===== src/rtl/uart_byte_rx_if.sv =====
// uart_byte_rx_if : received-byte bus between the UART receiver and the frame parser -- rev 1.0
`default_nettype none

interface uart_byte_rx_if;
  logic [7:0] rx_data;
  logic       rx_flag;
  logic       rx_err;
  logic       rx_busy;

  modport master (output rx_data, rx_flag, rx_err, rx_busy);
  modport slave  (input  rx_data, rx_flag, rx_err, rx_busy);
endinterface

`default_nettype wire


===== src/rtl/uart_byte_rx.sv =====
// uart_byte_rx : oversampling 8N1 UART receiver, one-cycle rx_flag per good byte -- rev 1.0
`default_nettype none

module uart_byte_rx #(
  parameter int CLK_FREQ = 50000000,
  parameter int UART_BPS = 115200
) (
  input  logic           sys_clk,
  input  logic           sys_rst,
  input  logic           uart_rxd,
  uart_byte_rx_if.master rx
);

  localparam int BPS_CNT  = CLK_FREQ / UART_BPS;
  localparam int HALF_CNT = BPS_CNT / 2;
  localparam int CNT_W    = $clog2(BPS_CNT);
  localparam logic [CNT_W-1:0] BPS_LAST  = CNT_W'(BPS_CNT - 1);
  localparam logic [CNT_W-1:0] HALF_LAST = CNT_W'(HALF_CNT - 1);

  typedef enum logic [1:0] {
    IDLE  = 2'd0,
    START = 2'd1,
    DATA  = 2'd2,
    STOP  = 2'd3
  } state_t;

  state_t           state, state_nxt;
  logic             rxd_s1, rxd_s2, rxd_d;
  logic             fall;
  logic [CNT_W-1:0] clk_cnt, clk_cnt_nxt;
  logic [2:0]       bit_cnt, bit_cnt_nxt;
  logic [7:0]       shift_reg, shift_nxt;
  logic [7:0]       data_r, data_nxt;
  logic             flag_r, flag_nxt;
  logic             err_r, err_nxt;
  logic             busy_r;

  // Synchroniser flops reset to the idle-high level so release never looks like a start edge.
  always_ff @(posedge sys_clk or negedge sys_rst) begin
    if (!sys_rst) begin
      rxd_s1 <= 1'b1;
      rxd_s2 <= 1'b1;
      rxd_d  <= 1'b1;
    end else begin
      rxd_s1 <= uart_rxd;
      rxd_s2 <= rxd_s1;
      rxd_d  <= rxd_s2;
    end
  end

  assign fall = rxd_d & ~rxd_s2;

  always_ff @(posedge sys_clk or negedge sys_rst) begin
    if (!sys_rst) begin
      state     <= IDLE;
      clk_cnt   <= '0;
      bit_cnt   <= '0;
      shift_reg <= '0;
      data_r    <= '0;
      flag_r    <= 1'b0;
      err_r     <= 1'b0;
      busy_r    <= 1'b0;
    end else begin
      state     <= state_nxt;
      clk_cnt   <= clk_cnt_nxt;
      bit_cnt   <= bit_cnt_nxt;
      shift_reg <= shift_nxt;
      data_r    <= data_nxt;
      flag_r    <= flag_nxt;
      err_r     <= err_nxt;
      busy_r    <= (state_nxt != IDLE);
    end
  end

  always_comb begin
    state_nxt   = state;
    clk_cnt_nxt = clk_cnt;
    bit_cnt_nxt = bit_cnt;
    shift_nxt   = shift_reg;
    data_nxt    = data_r;
    flag_nxt    = 1'b0;
    err_nxt     = 1'b0;
    case (state)
      IDLE: begin
        if (fall) begin
          state_nxt   = START;
          clk_cnt_nxt = '0;
        end
      end
      START: begin
        if (clk_cnt == HALF_LAST) begin
          clk_cnt_nxt = '0;
          bit_cnt_nxt = '0;
          // A high line at mid-start is a glitch, not a frame.
          state_nxt   = rxd_s2 ? IDLE : DATA;
        end else begin
          clk_cnt_nxt = clk_cnt + 1'b1;
        end
      end
      DATA: begin
        if (clk_cnt == BPS_LAST) begin
          clk_cnt_nxt        = '0;
          shift_nxt[bit_cnt] = rxd_s2;
          bit_cnt_nxt        = bit_cnt + 1'b1;
          if (bit_cnt == 3'd7) begin
            state_nxt = STOP;
          end
        end else begin
          clk_cnt_nxt = clk_cnt + 1'b1;
        end
      end
      STOP: begin
        if (clk_cnt == BPS_LAST) begin
          // Leaving at mid-stop leaves half a bit of slack for the next start edge.
          clk_cnt_nxt = '0;
          state_nxt   = IDLE;
          if (rxd_s2) begin
            data_nxt = shift_reg;
            flag_nxt = 1'b1;
          end else begin
            err_nxt = 1'b1;
          end
        end else begin
          clk_cnt_nxt = clk_cnt + 1'b1;
        end
      end
      default: state_nxt = IDLE;
    endcase
  end

  assign rx.rx_data = data_r;
  assign rx.rx_flag = flag_r;
  assign rx.rx_err  = err_r;
  assign rx.rx_busy = busy_r;

endmodule

`default_nettype wire


===== src/flat_wrapper.sv =====
// flat-port wrapper written by rule: the top's interface ports become plain ports
module uart_byte_rx_flat 
#(
  parameter int CLK_FREQ = 50000000,
  parameter int UART_BPS = 115200
)
  (sys_clk, sys_rst, uart_rxd, rx_rx_data, rx_rx_flag, rx_rx_err, rx_rx_busy);
  uart_byte_rx_if rx_i ();
  input  logic sys_clk;
  input  logic sys_rst;
  input  logic uart_rxd;
  output wire logic [$bits(rx_i.rx_data)-1:0] rx_rx_data;
  output wire logic [$bits(rx_i.rx_flag)-1:0] rx_rx_flag;
  output wire logic [$bits(rx_i.rx_err)-1:0] rx_rx_err;
  output wire logic [$bits(rx_i.rx_busy)-1:0] rx_rx_busy;
  assign rx_rx_data = rx_i.rx_data;
  assign rx_rx_flag = rx_i.rx_flag;
  assign rx_rx_err = rx_i.rx_err;
  assign rx_rx_busy = rx_i.rx_busy;
  uart_byte_rx #(.CLK_FREQ(CLK_FREQ), .UART_BPS(UART_BPS)) u_core (.sys_clk(sys_clk), .sys_rst(sys_rst), .uart_rxd(uart_rxd), .rx(rx_i));
endmodule

===== config.mk =====
export PLATFORM = sky130hd
export DESIGN_NAME = uart_byte_rx_flat
export DESIGN_NICKNAME = d
export VERILOG_FILES = /design/src/rtl/uart_byte_rx_if.sv /design/src/rtl/uart_byte_rx.sv /design/src/flat_wrapper.sv
export SDC_FILE = /design/constraint.sdc
export NUM_CORES = 1
export LEC_CHECK = 0
export CORE_MARGIN = 5
export CORE_UTILIZATION = 55
export CTS_CLUSTER_DIAMETER = 50
export DETAILED_ROUTE_END_ITERATION = 10
export HOLD_SLACK_MARGIN = 0.02
export PLACE_DENSITY = 0.76
export SLEW_MARGIN = 20
export SYNTH_ARGS = -nofsm -noshare
export SYNTH_HDL_FRONTEND = slang
export SYNTH_SLANG_ARGS = --single-unit

===== constraint.sdc =====
create_clock -name sys_clk -period 2.7 [get_ports sys_clk]
set_clock_uncertainty 0.05 [all_clocks]
set_input_delay 0.27 -clock sys_clk [delete_from_list [all_inputs] [get_ports sys_clk]]
set_output_delay 0.27 -clock sys_clk [all_outputs]
set_load 0.01 [all_outputs]

# Word level (Yosys, flattened, before mapping)
# Index checks and enable logic that the tools add are counted.
# W data, S select, Z words.
dict set report totals {
  register_bits 36
  latch_bits 0
  mem_bits_rw 0
  mem_bits_ro 0
  inputBits 3
  output_inout_bits 11
  word_cells 57
  n_memories 0
}
dict set report op_classes {
  addsub 2
  multipliers 0
  n_div 0
  order_cmp 2
  n_eq_ne 9
  shift 0
  n_mux 23
  bitwise_logic 2
  reduce_logical 8
}
# cell count
set ops {}
lappend ops {{$mux W9} 3}
lappend ops {{$pmux W9 S3} 1}
lappend ops {{$mux W2} 6}
lappend ops {{$add A9 B1 Y9 const B} 1}
lappend ops {{$eq A9 B8 Y1 const B} 1}
lappend ops {{$eq A9 B9 Y1 const B} 1}
lappend ops {{$bwmux W8} 1}
lappend ops {{$pmux W2 S4} 1}
lappend ops {{$mux W1} 7}
lappend ops {{$mux W3} 2}
lappend ops {{$ne A2 B1 Y1 const B} 3}
lappend ops {{$pmux W3 S2} 1}
lappend ops {{$reduce_and A3 Y1} 2}
lappend ops {{$eq A2 B2 Y1 const B} 2}
lappend ops {{$lt A3 B4 Y1 const B} 1}
lappend ops {{$reduce_bool A2 Y1} 2}
lappend ops {{$add A3 B1 Y3 const B} 1}
lappend ops {{$demux W1 S3} 1}
lappend ops {{$eq A3 B3 Y1 const B} 1}
lappend ops {{$ge A3 B1 Y1 const B} 1}
lappend ops {{$eq A2 B1 Y1 const B} 1}
lappend ops {{$logic_not A2 Y1} 1}
lappend ops {{$reduce_and A2 Y1} 1}
lappend ops {{$reduce_or A2 Y1} 1}
lappend ops {{other kinds (3)} 3}

# Depth between registers and ports, before layout
dict set report logic_depth {
  word_depth 5
  mapped_depth 8
}

# Worst setup path before layout
# Ideal clock, no wire load.
dict set report synth_path {
  path_type {reg-to-reg}
  startpoint {reg u_core.state[0]}
  endpoint {reg u_core.shift_reg[5]}
  arrival_time_ns 1.692
  required_ns 2.522
  path_slack_ns 0.831
  stages_incl_launch_ff 7
  path_cell_list {dfrtp_1 -> inv_1 -> ha_1 -> clkbuf_1 -> nand4_2 -> nor3b_2 -> mux2_1}
}
dict set report synth_via {
  elab_chain_len 2
}
# element line_no
set synth_rtl {}
lappend synth_rtl {{start: declaration} uart_byte_rx.sv:27} ;# state_t state, state_nxt;
lappend synth_rtl {{start signal: assignment} uart_byte_rx.sv:64} ;# state <= state_nxt;
lappend synth_rtl {{$eq A2 B2 Y1} uart_byte_rx.sv:83} ;# case (state)
lappend synth_rtl {{$reduce_and A2 Y1 (no source line)} --}
lappend synth_rtl {{end signal: assignment} uart_byte_rx.sv:67} ;# shift_reg <= shift_nxt;
lappend synth_rtl {{end: declaration} uart_byte_rx.sv:32} ;# logic [7:0] shift_reg, shift_nxt;
# No other way between the ends.
# A chain may end at the register's enable or synchronous reset.

# Final worst setup path
dict set report layout_path {
  startpoint {reg u_core.clk_cnt[3]}
  endpoint {reg u_core.data_r[1] (netlist: u_core.rx.rx_data[1])}
}
dict set report layout_via {
  elab_chain_len 2
}
# element line_no
set layout_rtl {}
lappend layout_rtl {{start: declaration} uart_byte_rx.sv:30} ;# logic [CNT_W-1:0] clk_cnt, clk_cnt_nxt;
lappend layout_rtl {{start signal: assignment} uart_byte_rx.sv:65} ;# clk_cnt <= clk_cnt_nxt;
lappend layout_rtl {{$eq A9 B9 Y1} uart_byte_rx.sv:113} ;# if (clk_cnt == BPS_LAST) begin
lappend layout_rtl {{$reduce_and A3 Y1 (no source line)} --}
lappend layout_rtl {{end signal: assignment} uart_byte_rx.sv:68} ;# data_r <= data_nxt;
lappend layout_rtl {{end: declaration} uart_byte_rx.sv:33} ;# logic [7:0] data_r, data_nxt;
# No other way between the ends.

==> summary.txt <==
Clocking
  • Resize count post-CTS: 0
  • Num CTS Buffers: 5
  • Setup bufs post-CTS: 0
  • Deepest clock path buffer count: 2
  • Worst-Skew Late Latency: 350 ps
  • H-tree levels: 2
  • CTS Hold Bufs: 0
  • Clock root buffer: clkbuf_4
  • Sink Count: 36
  • CTS tree: built
  • Clock Pin Slew Worst Setup and Hold Paths: 120 ps

Timing
  • RSZ-0062 raised after global routing: false
  • Final WS setup: 595 ps
  • Crit share post-route: 0.780
  • Worst Max-Slew Pin Slew: 491 ps
  • Setup TNS: 0 ps
  • Final Setup Violations: 0
  • Max Transition Viols Final: 0
  • Fmax: 0.475 GHz
  • Max-slew headroom: 0.664
  • Tmin final: 2110 ps
  • Final hold viol count: 0

Die
  • Die X: 68.7 µm
  • Initial Utilization: 0.567
  • DIE AREA: 0.00471 mm²
  • Io pins: 14
  • Core Region: 0.00334 mm²
  • Die H: 68.7 µm
  • Row cnt: 21

Finish
  • Area delta synth->final: 12.5%
  • Nets@finish: 203
  • Antenna cell count: 0
  • FILL cells: 270
  • Share of cells above drive strength 1: 0.120
  • Post-Layout Cell Count: 237
  • Largest register FFs: 9

Setup path
  • WP data arrival: 2300 ps
  • Slowest cell on crit path: nor4b_4
  • Kind of end point of the critical path: flop
  • WS Path Type: reg2reg
  • Crit path cell chain: nor4b_4, and2_1, and3_1, mux2_1
  • Crit-path max cell delay: 500 ps
  • CP max FO: 9
  • Critical Path RT: 2890 ps
  • Crit start category: flop
  • Crit-path leading delay family: simple AND/OR/NAND/NOR gates
  • CP Buf/Inv Count: 0

Routing
  • DRT iter0 DRCs: 74
  • Detailed-route via count: 1344
  • Post-route ant nets: 0
  • First-pass iteration count of the detailed router: 4
  • Routed WL: 3520 µm
  • Vias per cell: 5.67
  • WL/cell: 14.8 µm
  • Residual DRC: 0

Run
  • Max Cap Viol: 0

Placement
  • Dpl cells: 229
  • PortBufs: 13
  • Pre-CTS setup slack: 578 ps
  • DP Wirelength: 2590 µm
  • RePlAce Congestion: 0.940

Pwr
  • P per Cell Area: 604 mW/mm²
  • Maximum VDD drop: 0.000398 V
  • Lkg Pwr: 1.00 nW

Synthesis
  • Mapped Cells: 177
  • Post-synthesis register bit count: 36
  • Mapped cell area: 0.00189 mm²
  • Post-synth EDFFs: 0
  • Syn_area_per_cell: 10.7 µm²
  • Ranking of synthesized cells by area: dfrtp_1 44%, mux2_1 8.9%, ha_1 6.6%
  • Register area share after synthesis: 0.478
  • Async set or reset register ratio after synthesis: 1.00
  • Largest area contributor in the netlist: dfrtp_1
  • Most used DFF post-synth: dfrtp_1
  • Count of cell types in the netlist: 42
  • YS warnings: 0
  • Yosys top cell area share: 0.437
  • Syn nets: 190

Global routing
  • Initial antenna violation count: 0
  • Total gr overflow: 0
  • Largest net degree at the start of global routing: 37
  • Number of global-route vias before repair: 1343
  • Global router's overall resource usage: 0.179
  • Global-route wire length before repair: 6140 µm

Run status
  • Outcome: complete, no violations

Min path
  • Tightest Hold Check Type: in2async
## placed cells by master, fill, tap and decap left out, drive strengths merged, types with 4 or more instances in the layout
cell / count
dfrtp: 33
ha: 10
clkdlybuf4s50: 13
mux2: 15
nor2: 8
a211oi: 4
clkbuf: 5
and2: 4
o21ai: 7
nor3: 5
inv: 7
nand2: 24
nand3: 7
a21oi: 4
o22ai: 5
## per-layer routing
metal | up-vias | share of wire | track usage
met2 | 28 | 0.51 | 0.316
met1 | 655 | 0.42 | 0.200
met4 | 0 | 0.015 | 0.0695
met3 | 7 | 0.054 | 0.0535
li1 | 654 | - | -
met5 | - | 0 | 0
## Yosys cell counts, types with 2 or more instances
cell type and instances:
nand2b_1 2, nor3b_2 2, o21ai_0 5, o211ai_2 2
nor2b_1 3, dfrtp_1 33, a211oi_1 3, clkbuf_1 5
and2_1 4, nand2_1 23, nand3b_1 3, nand3_1 7
a21oi_1 4, ha_1 10, mux2_1 15, dfstp_2 3
and4_1 2, o22ai_1 5, a31oi_1 2, o21ai_1 2
and3_1 2, xnor2_1 3, inv_1 7, nor3_1 5
nor2_1 8
## path summary, 6_finish.rpt
check / start / end / slack, ps / depth (start not counted)
worst max-delay path: u_core.clk_cnt[3] / u_core.rx.rx_data[1] / 590 / 4
worst min-delay path: sys_rst / u_core.rx.rx_data[1] / 260 / 2
worst max register to register: u_core.clk_cnt[3] / u_core.rx.rx_data[1] / 590 / 4
worst min register to register: u_core.rxd_s1 / u_core.rxd_s2 / 310 / 0
max in group asynchronous: sys_rst / u_core.rxd_s1 / 1980 / 2
min in group sys_clk: uart_rxd / u_core.rxd_s1 / 270 / 1
## cell families after synthesis
logic type,synth area share
buf+inv,0.0344
flops,0.478
mux,0.0893
simple gates,0.208
compound gates,0.110
fa+ha+maj,0.0661
xor+xnor,0.0139
## worst register-to-register path, delay by kind of cell (launching register included)
| family | cells | cell delay (ps) |
|---|---|---|
| multiplexers | 1 | 380 |
| flip-flops | 1 | 470 |
| AND/OR/NAND/NOR | 3 | 1100 |
## report_power, final
| part | internal (W) | switching [W] |
|---|---|---|
| sequential | 0.000576 | 0.0000399 |
| clock | 0.000193 | 0.000185 |
| combinational | 0.000106 | 0.000187 |
## cell type report
type / instances / area, µm² / share of cell area
well taps: 46 / 57.6 / 0.0270
flip-flops and latches: 36 / 905 / 0.425
clock buffers: 5 / 37.5 / 0.0176
repair buffers: 14 / 138 / 0.0647
clock inverters: 3 / 42.5 / 0.0200
multi-input cells: 126 / 922 / 0.433
inverters: 7 / 26.3 / 0.0123
## stage by stage
stage,total power (W),utilization,hold WS (ps),area (µm²)
after floorplan,0.000822,-,-75.6,1890
after detailed placement,0.000913,0.614,297,2050
after global routing,0.00136,0.638,241,2130
final,0.00129,0.638,264,2130
after global placement,0.000894,0.614,296,2050
after CTS,0.00129,0.638,256,2130
No activity file was read; power rests on OpenSTA's default activity.
